File: src/rtl/race_sequencer.sv
// Game-phase sequencer for epic_racer: title, countdown, race and finish, with
// frame/lap/second counters. Define PAUSE_EN to add the in-race pause input.
module race_sequencer #(
  parameter int unsigned FRAMES_PER_SEC = 60,
  parameter int unsigned COUNTDOWN_SECS = 3,
  parameter int unsigned LAPS           = 3,
  parameter int unsigned LAP_W          = 3,
  parameter int unsigned MIN_LAP_FRAMES = 120
) (
  input  logic             pclk,
  input  logic             rst,
  input  logic             vsync_in,
  input  logic             start,
  input  logic             lap_cross,
`ifdef PAUSE_EN
  input  logic             pause,
`endif
  output logic             bg_visible,
  output logic             track_visible,
  output logic             player_visible,
  output logic             car_en,
  output logic [1:0]       countdown,
  output logic [LAP_W-1:0] lap_count,
  output logic [9:0]       race_time_s,
  output logic             race_done
);

  localparam int unsigned FC_W    = $clog2(FRAMES_PER_SEC);
  localparam int unsigned GUARD_W = (MIN_LAP_FRAMES < 1) ? 1 : $clog2(MIN_LAP_FRAMES + 1);
  localparam int unsigned TIME_W  = 10;

  localparam logic [FC_W-1:0]    FC_LAST    = FC_W'(FRAMES_PER_SEC - 1);
  localparam logic [LAP_W-1:0]   LAP_LAST   = LAP_W'(LAPS - 1);
  localparam logic [GUARD_W-1:0] GUARD_INIT = GUARD_W'(MIN_LAP_FRAMES);
  localparam logic [1:0]         CD_INIT    = 2'(COUNTDOWN_SECS);
  localparam logic [TIME_W-1:0]  TIME_MAX   = 10'd999;

  typedef enum logic [1:0] {
    ST_IDLE      = 2'd0,
    ST_COUNTDOWN = 2'd1,
    ST_RACE      = 2'd2,
    ST_FINISH    = 2'd3
  } state_e;

  state_e state_q, state_d;

  logic               vsync_prev_q, vsync_prev_d;
  logic               start_prev_q, start_prev_d;
  logic               lap_prev_q,   lap_prev_d;
  logic [FC_W-1:0]    frame_cnt_q,  frame_cnt_d;
  logic [GUARD_W-1:0] guard_q,      guard_d;

  logic               bg_visible_q,     bg_visible_d;
  logic               track_visible_q,  track_visible_d;
  logic               player_visible_q, player_visible_d;
  logic               car_en_q,         car_en_d;
  logic [1:0]         countdown_q,      countdown_d;
  logic [LAP_W-1:0]   lap_count_q,      lap_count_d;
  logic [TIME_W-1:0]  race_time_q,      race_time_d;
  logic               race_done_q,      race_done_d;

  logic tick;
  logic start_e;
  logic cross_e;
  logic sec_wrap;
  logic run;
  logic lap_ok;
  logic lap_final;

  assign tick     = vsync_in  & ~vsync_prev_q;
  assign start_e  = start     & ~start_prev_q;
  assign cross_e  = lap_cross & ~lap_prev_q;
  assign sec_wrap = tick & (frame_cnt_q == FC_LAST);

`ifdef PAUSE_EN
  logic pause_prev_q, pause_prev_d;
  logic paused_q,     paused_d;
  logic pause_e;

  assign pause_e = pause & ~pause_prev_q;
  assign run     = ~paused_q;
`else
  assign run     = 1'b1;
`endif

  // A crossing counts only while racing, unpaused, and outside the guard window.
  assign lap_ok    = (state_q == ST_RACE) & run & cross_e & (guard_q == '0);
  assign lap_final = lap_ok & (lap_count_q == LAP_LAST);

  // State and datapath registers
  always_ff @(posedge pclk) begin
    if (rst) begin
      state_q          <= ST_IDLE;
      vsync_prev_q     <= 1'b0;
      start_prev_q     <= 1'b1;
      lap_prev_q       <= 1'b1;
      frame_cnt_q      <= '0;
      guard_q          <= '0;
      bg_visible_q     <= 1'b1;
      track_visible_q  <= 1'b0;
      player_visible_q <= 1'b0;
      car_en_q         <= 1'b0;
      countdown_q      <= '0;
      lap_count_q      <= '0;
      race_time_q      <= '0;
      race_done_q      <= 1'b0;
`ifdef PAUSE_EN
      pause_prev_q     <= 1'b1;
      paused_q         <= 1'b0;
`endif
    end else begin
      state_q          <= state_d;
      vsync_prev_q     <= vsync_prev_d;
      start_prev_q     <= start_prev_d;
      lap_prev_q       <= lap_prev_d;
      frame_cnt_q      <= frame_cnt_d;
      guard_q          <= guard_d;
      bg_visible_q     <= bg_visible_d;
      track_visible_q  <= track_visible_d;
      player_visible_q <= player_visible_d;
      car_en_q         <= car_en_d;
      countdown_q      <= countdown_d;
      lap_count_q      <= lap_count_d;
      race_time_q      <= race_time_d;
      race_done_q      <= race_done_d;
`ifdef PAUSE_EN
      pause_prev_q     <= pause_prev_d;
      paused_q         <= paused_d;
`endif
    end
  end

  // Next-state logic
  always_comb begin
    state_d = state_q;
    case (state_q)
      ST_IDLE:      if (start_e)                          state_d = ST_COUNTDOWN;
      ST_COUNTDOWN: if (sec_wrap && countdown_q == 2'd1)  state_d = ST_RACE;
      ST_RACE:      if (lap_final)                        state_d = ST_FINISH;
      ST_FINISH:    if (start_e)                          state_d = ST_IDLE;
      default:                                            state_d = ST_IDLE;
    endcase
  end

  // Output and counter next values
  always_comb begin
    vsync_prev_d     = vsync_in;
    start_prev_d     = start;
    lap_prev_d       = lap_cross;
    frame_cnt_d      = frame_cnt_q;
    guard_d          = guard_q;
    bg_visible_d     = bg_visible_q;
    track_visible_d  = track_visible_q;
    player_visible_d = player_visible_q;
    car_en_d         = car_en_q;
    countdown_d      = countdown_q;
    lap_count_d      = lap_count_q;
    race_time_d      = race_time_q;
    race_done_d      = race_done_q;
`ifdef PAUSE_EN
    pause_prev_d     = pause;
    paused_d         = paused_q;
`endif

    case (state_q)
      ST_IDLE: begin
        bg_visible_d = 1'b1;
        if (start_e) begin
          countdown_d      = CD_INIT;
          frame_cnt_d      = '0;
          lap_count_d      = '0;
          race_time_d      = '0;
          guard_d          = '0;
          track_visible_d  = 1'b1;
          player_visible_d = 1'b1;
        end
      end

      ST_COUNTDOWN: begin
        if (sec_wrap) begin
          frame_cnt_d = '0;
          countdown_d = 2'(countdown_q - 2'd1);
          if (countdown_q == 2'd1) car_en_d = 1'b1;
        end else if (tick) begin
          frame_cnt_d = FC_W'(frame_cnt_q + 1'b1);
        end
      end

      ST_RACE: begin
        if (run && tick) begin
          if (sec_wrap) begin
            frame_cnt_d = '0;
            if (race_time_q != TIME_MAX) race_time_d = TIME_W'(race_time_q + 1'b1);
          end else begin
            frame_cnt_d = FC_W'(frame_cnt_q + 1'b1);
          end
          if (guard_q != '0) guard_d = GUARD_W'(guard_q - 1'b1);
        end
`ifdef PAUSE_EN
        if (pause_e) begin
          paused_d = ~paused_q;
          car_en_d = paused_q;
        end
`endif
        // A fresh crossing reloads the guard, overriding this cycle's decrement.
        if (lap_ok) begin
          lap_count_d = LAP_W'(lap_count_q + 1'b1);
          guard_d     = GUARD_INIT;
        end
        if (lap_final) begin
          car_en_d    = 1'b0;
          race_done_d = 1'b1;
`ifdef PAUSE_EN
          paused_d    = 1'b0;
`endif
        end
      end

      ST_FINISH: begin
        if (start_e) begin
          race_done_d      = 1'b0;
          track_visible_d  = 1'b0;
          player_visible_d = 1'b0;
        end
      end

      default: ;
    endcase
  end

  assign bg_visible     = bg_visible_q;
  assign track_visible  = track_visible_q;
  assign player_visible = player_visible_q;
  assign car_en         = car_en_q;
  assign countdown      = countdown_q;
  assign lap_count      = lap_count_q;
  assign race_time_s    = race_time_q;
  assign race_done      = race_done_q;

endmodule

File: config.mk
export PLATFORM = sky130hd
export DESIGN_NAME = race_sequencer
export DESIGN_NICKNAME = d
export VERILOG_FILES = /design/src/rtl/race_sequencer.sv
export SDC_FILE = /design/constraint.sdc
export NUM_CORES = 1
export LEC_CHECK = 0
export ABC_AREA = 0
export BUFFER_PORTS_ARGS = -buffer_cell sky130_fd_sc_hd__buf_2
export CORE_ASPECT_RATIO = 0.5
export CORE_MARGIN = 2
export CORE_UTILIZATION = 45
export CTS_BUF_LIST = sky130_fd_sc_hd__clkbuf_16
export DETAILED_ROUTE_END_ITERATION = 6
export PLACE_DENSITY = 0.67
export SYNTH_ARGS = -nofsm -noshare
export SYNTH_HDL_FRONTEND = slang
export SYNTH_SLANG_ARGS = --single-unit
export TNS_END_PERCENT = 5
File: constraint.sdc
create_clock -name pclk -period 2.8 [get_ports pclk]
set_input_delay 0.56 -clock pclk [delete_from_list [all_inputs] [get_ports pclk]]
set_output_delay 0.56 -clock pclk [all_outputs]
set_load 0.05 [all_outputs]
# ---- Yosys cells after proc, flatten, opt, wreduce, memory -nomap -nowiden
# Index checks and enable logic that the tools add are counted.
dict set report word_totals {
  reg_bits 36
  inputBits 5
  wordCells 102
}
dict set report op_classes {
  addsub 5
  eq_ne 20
  n_mux 36
  bitwise 10
  n_reduce_logical 19
}
# operator n
set ops {}
lappend ops {{10-bit 2-to-1 mux} 4}
lappend ops {{6-bit 2-to-1 mux} 5}
lappend ops {{7-bit 2-to-1 mux} 4}
lappend ops {{10-bit case mux with 2 select lines} 1}
lappend ops {{2-bit != test (second input constant)} 9}
lappend ops {{6-bit case mux with 3 select lines} 1}
lappend ops {{4-bit AND reduction} 4}
lappend ops {{7-bit case mux with 2 select lines} 1}
lappend ops {{2-bit 2-to-1 mux} 6}
lappend ops {{3-bit AND reduction} 4}
lappend ops {{10-bit by 1-bit adder with 10-bit output (second input constant)} 1}
lappend ops {{10-bit != test (second input constant)} 1}
lappend ops {{2-bit nonzero test} 5}
lappend ops {{2-bit case mux with 4 select lines} 1}
lappend ops {{1-bit AND} 7}
lappend ops {{7-bit logical NOT} 1}
lappend ops {{7-bit nonzero test} 1}
lappend ops {{7-bit by 1-bit subtractor with 7-bit output (second input constant)} 1}
lappend ops {{6-bit by 1-bit adder with 6-bit output (second input constant)} 1}
lappend ops {{6-bit equality test (second input constant)} 1}
lappend ops {{1-bit 2-to-1 mux} 6}
lappend ops {{3-bit 2-to-1 mux} 2}
lappend ops {{3-bit != test (second input constant)} 2}
lappend ops {{1-bit case mux with 2 select lines} 3}
lappend ops {{other kinds (14)} 18}

# ---- Depth between registers and ports, before layout
dict set report depth {
  word_depth 7
  ltp_mapped 8
  depth_no_buf 6
}

# ---- Least setup slack after synthesis
# Ideal clock, no wire load.
dict set report synth_path {
  path_type {register -> register}
  start {reg race_time_q[1] (netlist: race_time_s[1])}
  end {reg race_time_q[1] (netlist: race_time_s[1])}
  arrival_time_ns 2.125
  t_required_ns 2.730
  path_slack_ns 0.605
  stages_incl_launch_ff 7
  path_cell_list {dfxtp_1 -> ha_1 -> nand2_1 -> or4_1 -> clkbuf_1 -> a311o_1 -> a21oi_1}
}
dict set report synth_via {
  elab_chain_cells 5
}
# element line_no
set synth_lines {}
lappend synth_lines {{start: declaration} 59} ;# logic [TIME_W-1:0] race_time_q, race_time_d;
lappend synth_lines {{start signal: assignment} 124} ;# race_time_q <= race_time_d;
lappend synth_lines {{10-bit by 1-bit adder with 10-bit output} 193} ;# if (race_time_q != TIME_MAX) race_time_d = TIME_W'(race_time_q + 1'b1);
lappend synth_lines {{10-bit 2-to-1 mux} 193}
lappend synth_lines {{10-bit 2-to-1 mux} 191} ;# if (sec_wrap) begin
lappend synth_lines {{10-bit 2-to-1 mux} 190} ;# if (run && tick) begin
lappend synth_lines {{10-bit case mux with 2 select lines} 165} ;# case (state_q)
# Several ways; a longest one is shown, not always the timed one. The select of a mux whose other input is x is not followed.
# A chain may end at the register's enable or synchronous reset.

# ---- Worst setup path after layout
dict set report layout_path {
  start {reg guard_q[2]}
  end {reg guard_q[5]}
}
dict set report layout_via {
  elab_chain_cells 5
}
# element line_no
set layout_lines {}
lappend layout_lines {{start: declaration} 51} ;# logic [GUARD_W-1:0] guard_q, guard_d;
lappend layout_lines {{start signal: assignment} 117} ;# guard_q <= guard_d;
lappend layout_lines {{7-bit by 1-bit subtractor with 7-bit output} 197} ;# if (guard_q != '0) guard_d = GUARD_W'(guard_q - 1'b1);
lappend layout_lines {{7-bit 2-to-1 mux} 197}
lappend layout_lines {{7-bit 2-to-1 mux} 190}
lappend layout_lines {{7-bit 2-to-1 mux} 206} ;# if (lap_ok) begin
lappend layout_lines {{7-bit case mux with 2 select lines} 165}
# Several ways; a longest one is shown, not always the timed one. The select of a mux whose other input is x is not followed.

==> results.ini <==
[clocking]
postCtsSetupRepairBufs = 0
clk_latency_ns = 0.28
clk_transition_reported_paths_ns = 0.06
tritoncts_clock_tree = done
cts_resized = 0
max-clock-path-buffers = 2
tritoncts.num_buffers = 5
post_cts_hold_buffer_count = 0
htree_num_levels = 2
root_buffer = sky130_fd_sc_hd__clkbuf_16
tritoncts_num_sinks = 36

[die]
placementRows = 17
die_w_um = 101
start_util_pct = 47.6
io-pin-count = 25
design.core.area_mm2 = 0.00447
die-height_um = 52.6
dieArea_mm2 = 0.00533

[power]
cellInternalPower_mw = 1.16
pwr-share-comb_pct = 40.1
pwr-share-seq_pct = 33.0
pwr_density_cell_mw_per_mm2 = 808
share_clk_of_total_power_pct = 26.9
p_sw_mw = 0.781
p_leak_nw = 0.917
swShare_pct = 40.2
vdd.ir_drop.worst_mv = 0.569

[global_route]
first_global_vias = 1760
antenna_found_initial = 0
largest_net_degree_at_the_start_of_global_routing = 32
groute.usage.overall_pct = 20.5
grt_first_pass_wirelength_mm = 8.56
overflow = 0

[synth]
synth_most_common_cell = sky130_fd_sc_hd__dfxtp_1
synth-edff-count = 0
main_combinational_cell_family_by_area_after_synthesis = compound AO/OA/AOI/OAI gates
synth.lib_cells_used.distinct = 51
async_reset_ff_share_pct = 0
synth-seq-cells = 36
netlist.area_leader.share_pct = 33.9
synth-compound-area-share_pct = 27.1
synth_top_area_cell = sky130_fd_sc_hd__dfxtp_1
synth_cells = 254
yosys.area_share.xor_xnor_pct = 0.412
synth_common_cells = sky130_fd_sc_hd__dfxtp_1, sky130_fd_sc_hd__a21oi_1, sky130_fd_sc_hd__inv_1, sky130_fd_sc_hd__nand2_1
syn_area_per_cell_um2 = 8.37
post_synth_and_or_nand_nor_area_fraction_pct = 22.2
synthesis.yosys.warnings = 0
synthAdderAreaFrac_pct = 6.47
synth_seq_area_share_pct = 33.9
synth_area_leaders = sky130_fd_sc_hd__dfxtp_1, sky130_fd_sc_hd__ha_1, sky130_fd_sc_hd__a21oi_1, sky130_fd_sc_hd__inv_1, sky130_fd_sc_hd__mux2i_1
synthesized_cell_area_mm2 = 0.00213
synthMuxAreaShare_pct = 3.35
syn_nets = 270
flip_flop_cell_with_the_highest_count_after_synthesis = sky130_fd_sc_hd__dfxtp_1

[routing]
detail_route.wl_per_cell_um = 15.1
count_of_unresolved_drc_violations_after_routing = 0
ant_nets = 0
drt_iter0_drc = 79
detail_route.vias_per_cell = 5.93
drt-total-wl_mm = 5.00
detailroute.via_count = 1962
drt_first_pass_iters = 4

[sta]
timing.slew.headroom_pct = 45.2
worst-slew-pin-transition_ns = 0.815
finalClockSkew_ns = 0.00922
min_period_ns = 2.25
fmaxAchievable_mhz = 445
fin_tns_setup_ns = 0
finalMaxSlewViolations = 0
grt_setup_unrepaired = no
final_hold_viol_count = 0
finalSetupViolCount = 0
finalCritPeriodShare_pct = 80.3

[critical_path]
critPathMaxFanout = 10
required_ns = 2.97
arrival_ns = 2.42
timing.critical_path.from_type = register
timing.setup.critical_path_class = register to register
reg2reg_depth = 4
end_kind = register

[finish]
postLayoutCoreUtil_pct = 53.9
layout.cell_area.non_filler_mm2 = 0.00241
drive_above_1_share_pct = 17.2
area_growth_pct = 13.2
final_net_count = 290
diodes = 0
fillers = 436

[placement]
place_area_mm2 = 0.00227
dp_hpwl_mm = 3.53
globalplace.congestion = 0.868
portBuffers = 23

[worst_hold_path]
timing.hold.worst_path_depth = 2
min-delay-path-class = register to register

[flow_run]
timing.max_cap.violations = 0

[run_status]
status = completed

flip-flops by register name, summed over array words and instances (netlist names):
name	cells
race_done	1
car_en	1
race_time_s	10
vsync_prev_q	1
lap_count	3
start_prev_q	1
countdown	2
state_q	2
frame_cnt_q	6
lap_prev_q	1
player_visible	1
guard_q	7
per-stage QoR:
stage                     cells  hold WS (ns)  setup WS, ns  total power, mW
final                       331         0.475         0.550             1.94
after global routing        331         0.493         0.329             2.07
after CTS                   331         0.479         0.600             1.94
after detailed placement    324         0.470         0.607             1.42
after global placement      324         0.467         0.660             1.40
after floorplan             254         0.449         0.605             1.27
final cells by class:
class                   instances  area (um2)  area share, %
multi-input cells             186        1270           52.8
clock buffers                   5         125           5.20
clock inverters                 2        7.51          0.312
flip-flops and latches         36         721           29.9
inverters                      18        67.6           2.81
well taps                      57        71.3           2.96
repair buffers                 27         145           6.03
cell families (layout without fill, tap and decap cells):
logic type,Yosys count,after routing
AO/OA/AOI/OAI,83,83
AND/OR/NAND/NOR,83,83
flip-flops,36,36
buffers and inverters,32,52
adder cells (fa/ha/maj),11,11
multiplexers,7,7
other,1,1
XOR/XNOR,1,1
final timing paths:
check,slack [ns],to,from
worst min-delay path,0.47,guard_q[4]$_SDFFE_PP0P_,guard_q[4]$_SDFFE_PP0P_
worst max-delay path,0.55,guard_q[5]$_SDFFE_PP0P_,guard_q[2]$_SDFFE_PP0P_
worst min register to register,0.47,guard_q[4]$_SDFFE_PP0P_,guard_q[4]$_SDFFE_PP0P_
worst max register to register,0.55,guard_q[5]$_SDFFE_PP0P_,guard_q[2]$_SDFFE_PP0P_
layer usage:
layer	wire length (um)	GRT usage, %	vias up
met5	0	0	-
met1	2590	28.7	925
met2	2100	31.5	41
met3	255	5.33	7
li1	-	-	989
met4	48	5.41	0
power by group through the flow:
stage | Combinational (mW) | Sequential, mW | Clock (mW)
floorplan | 0.547 | 0.728 | 0
global placement | 0.758 | 0.647 | 0
detailed placement | 0.768 | 0.650 | 0
CTS | 0.772 | 0.640 | 0.530
global route | 0.860 | 0.651 | 0.556
finish | 0.779 | 0.641 | 0.523
critical path, stage by stage, from the launching register on:
cell                      delay, ns
sky130_fd_sc_hd__dfxtp_1       0.36
sky130_fd_sc_hd__or3_1         0.53
sky130_fd_sc_hd__o31ai_1       0.75
sky130_fd_sc_hd__a21oi_2       0.18
sky130_fd_sc_hd__mux2_2        0.31
cells in the final DEF (no fill, tap or decap), drive strengths merged, types with 5 or more instances in the layout:
cell type  count
a31oi          5
or4            5
nand3          9
nor2b          6
or2            9
nand2b         9
nand2         12
a21oi         22
ha            11
mux2i          6
clkbuf         5
buf           27
o21ai         11
a211oi         7
o31ai          6
nand4          5
nor4           6
nor2          11
inv           18
dfxtp         36
No activity file was read; power rests on OpenSTA's default activity.
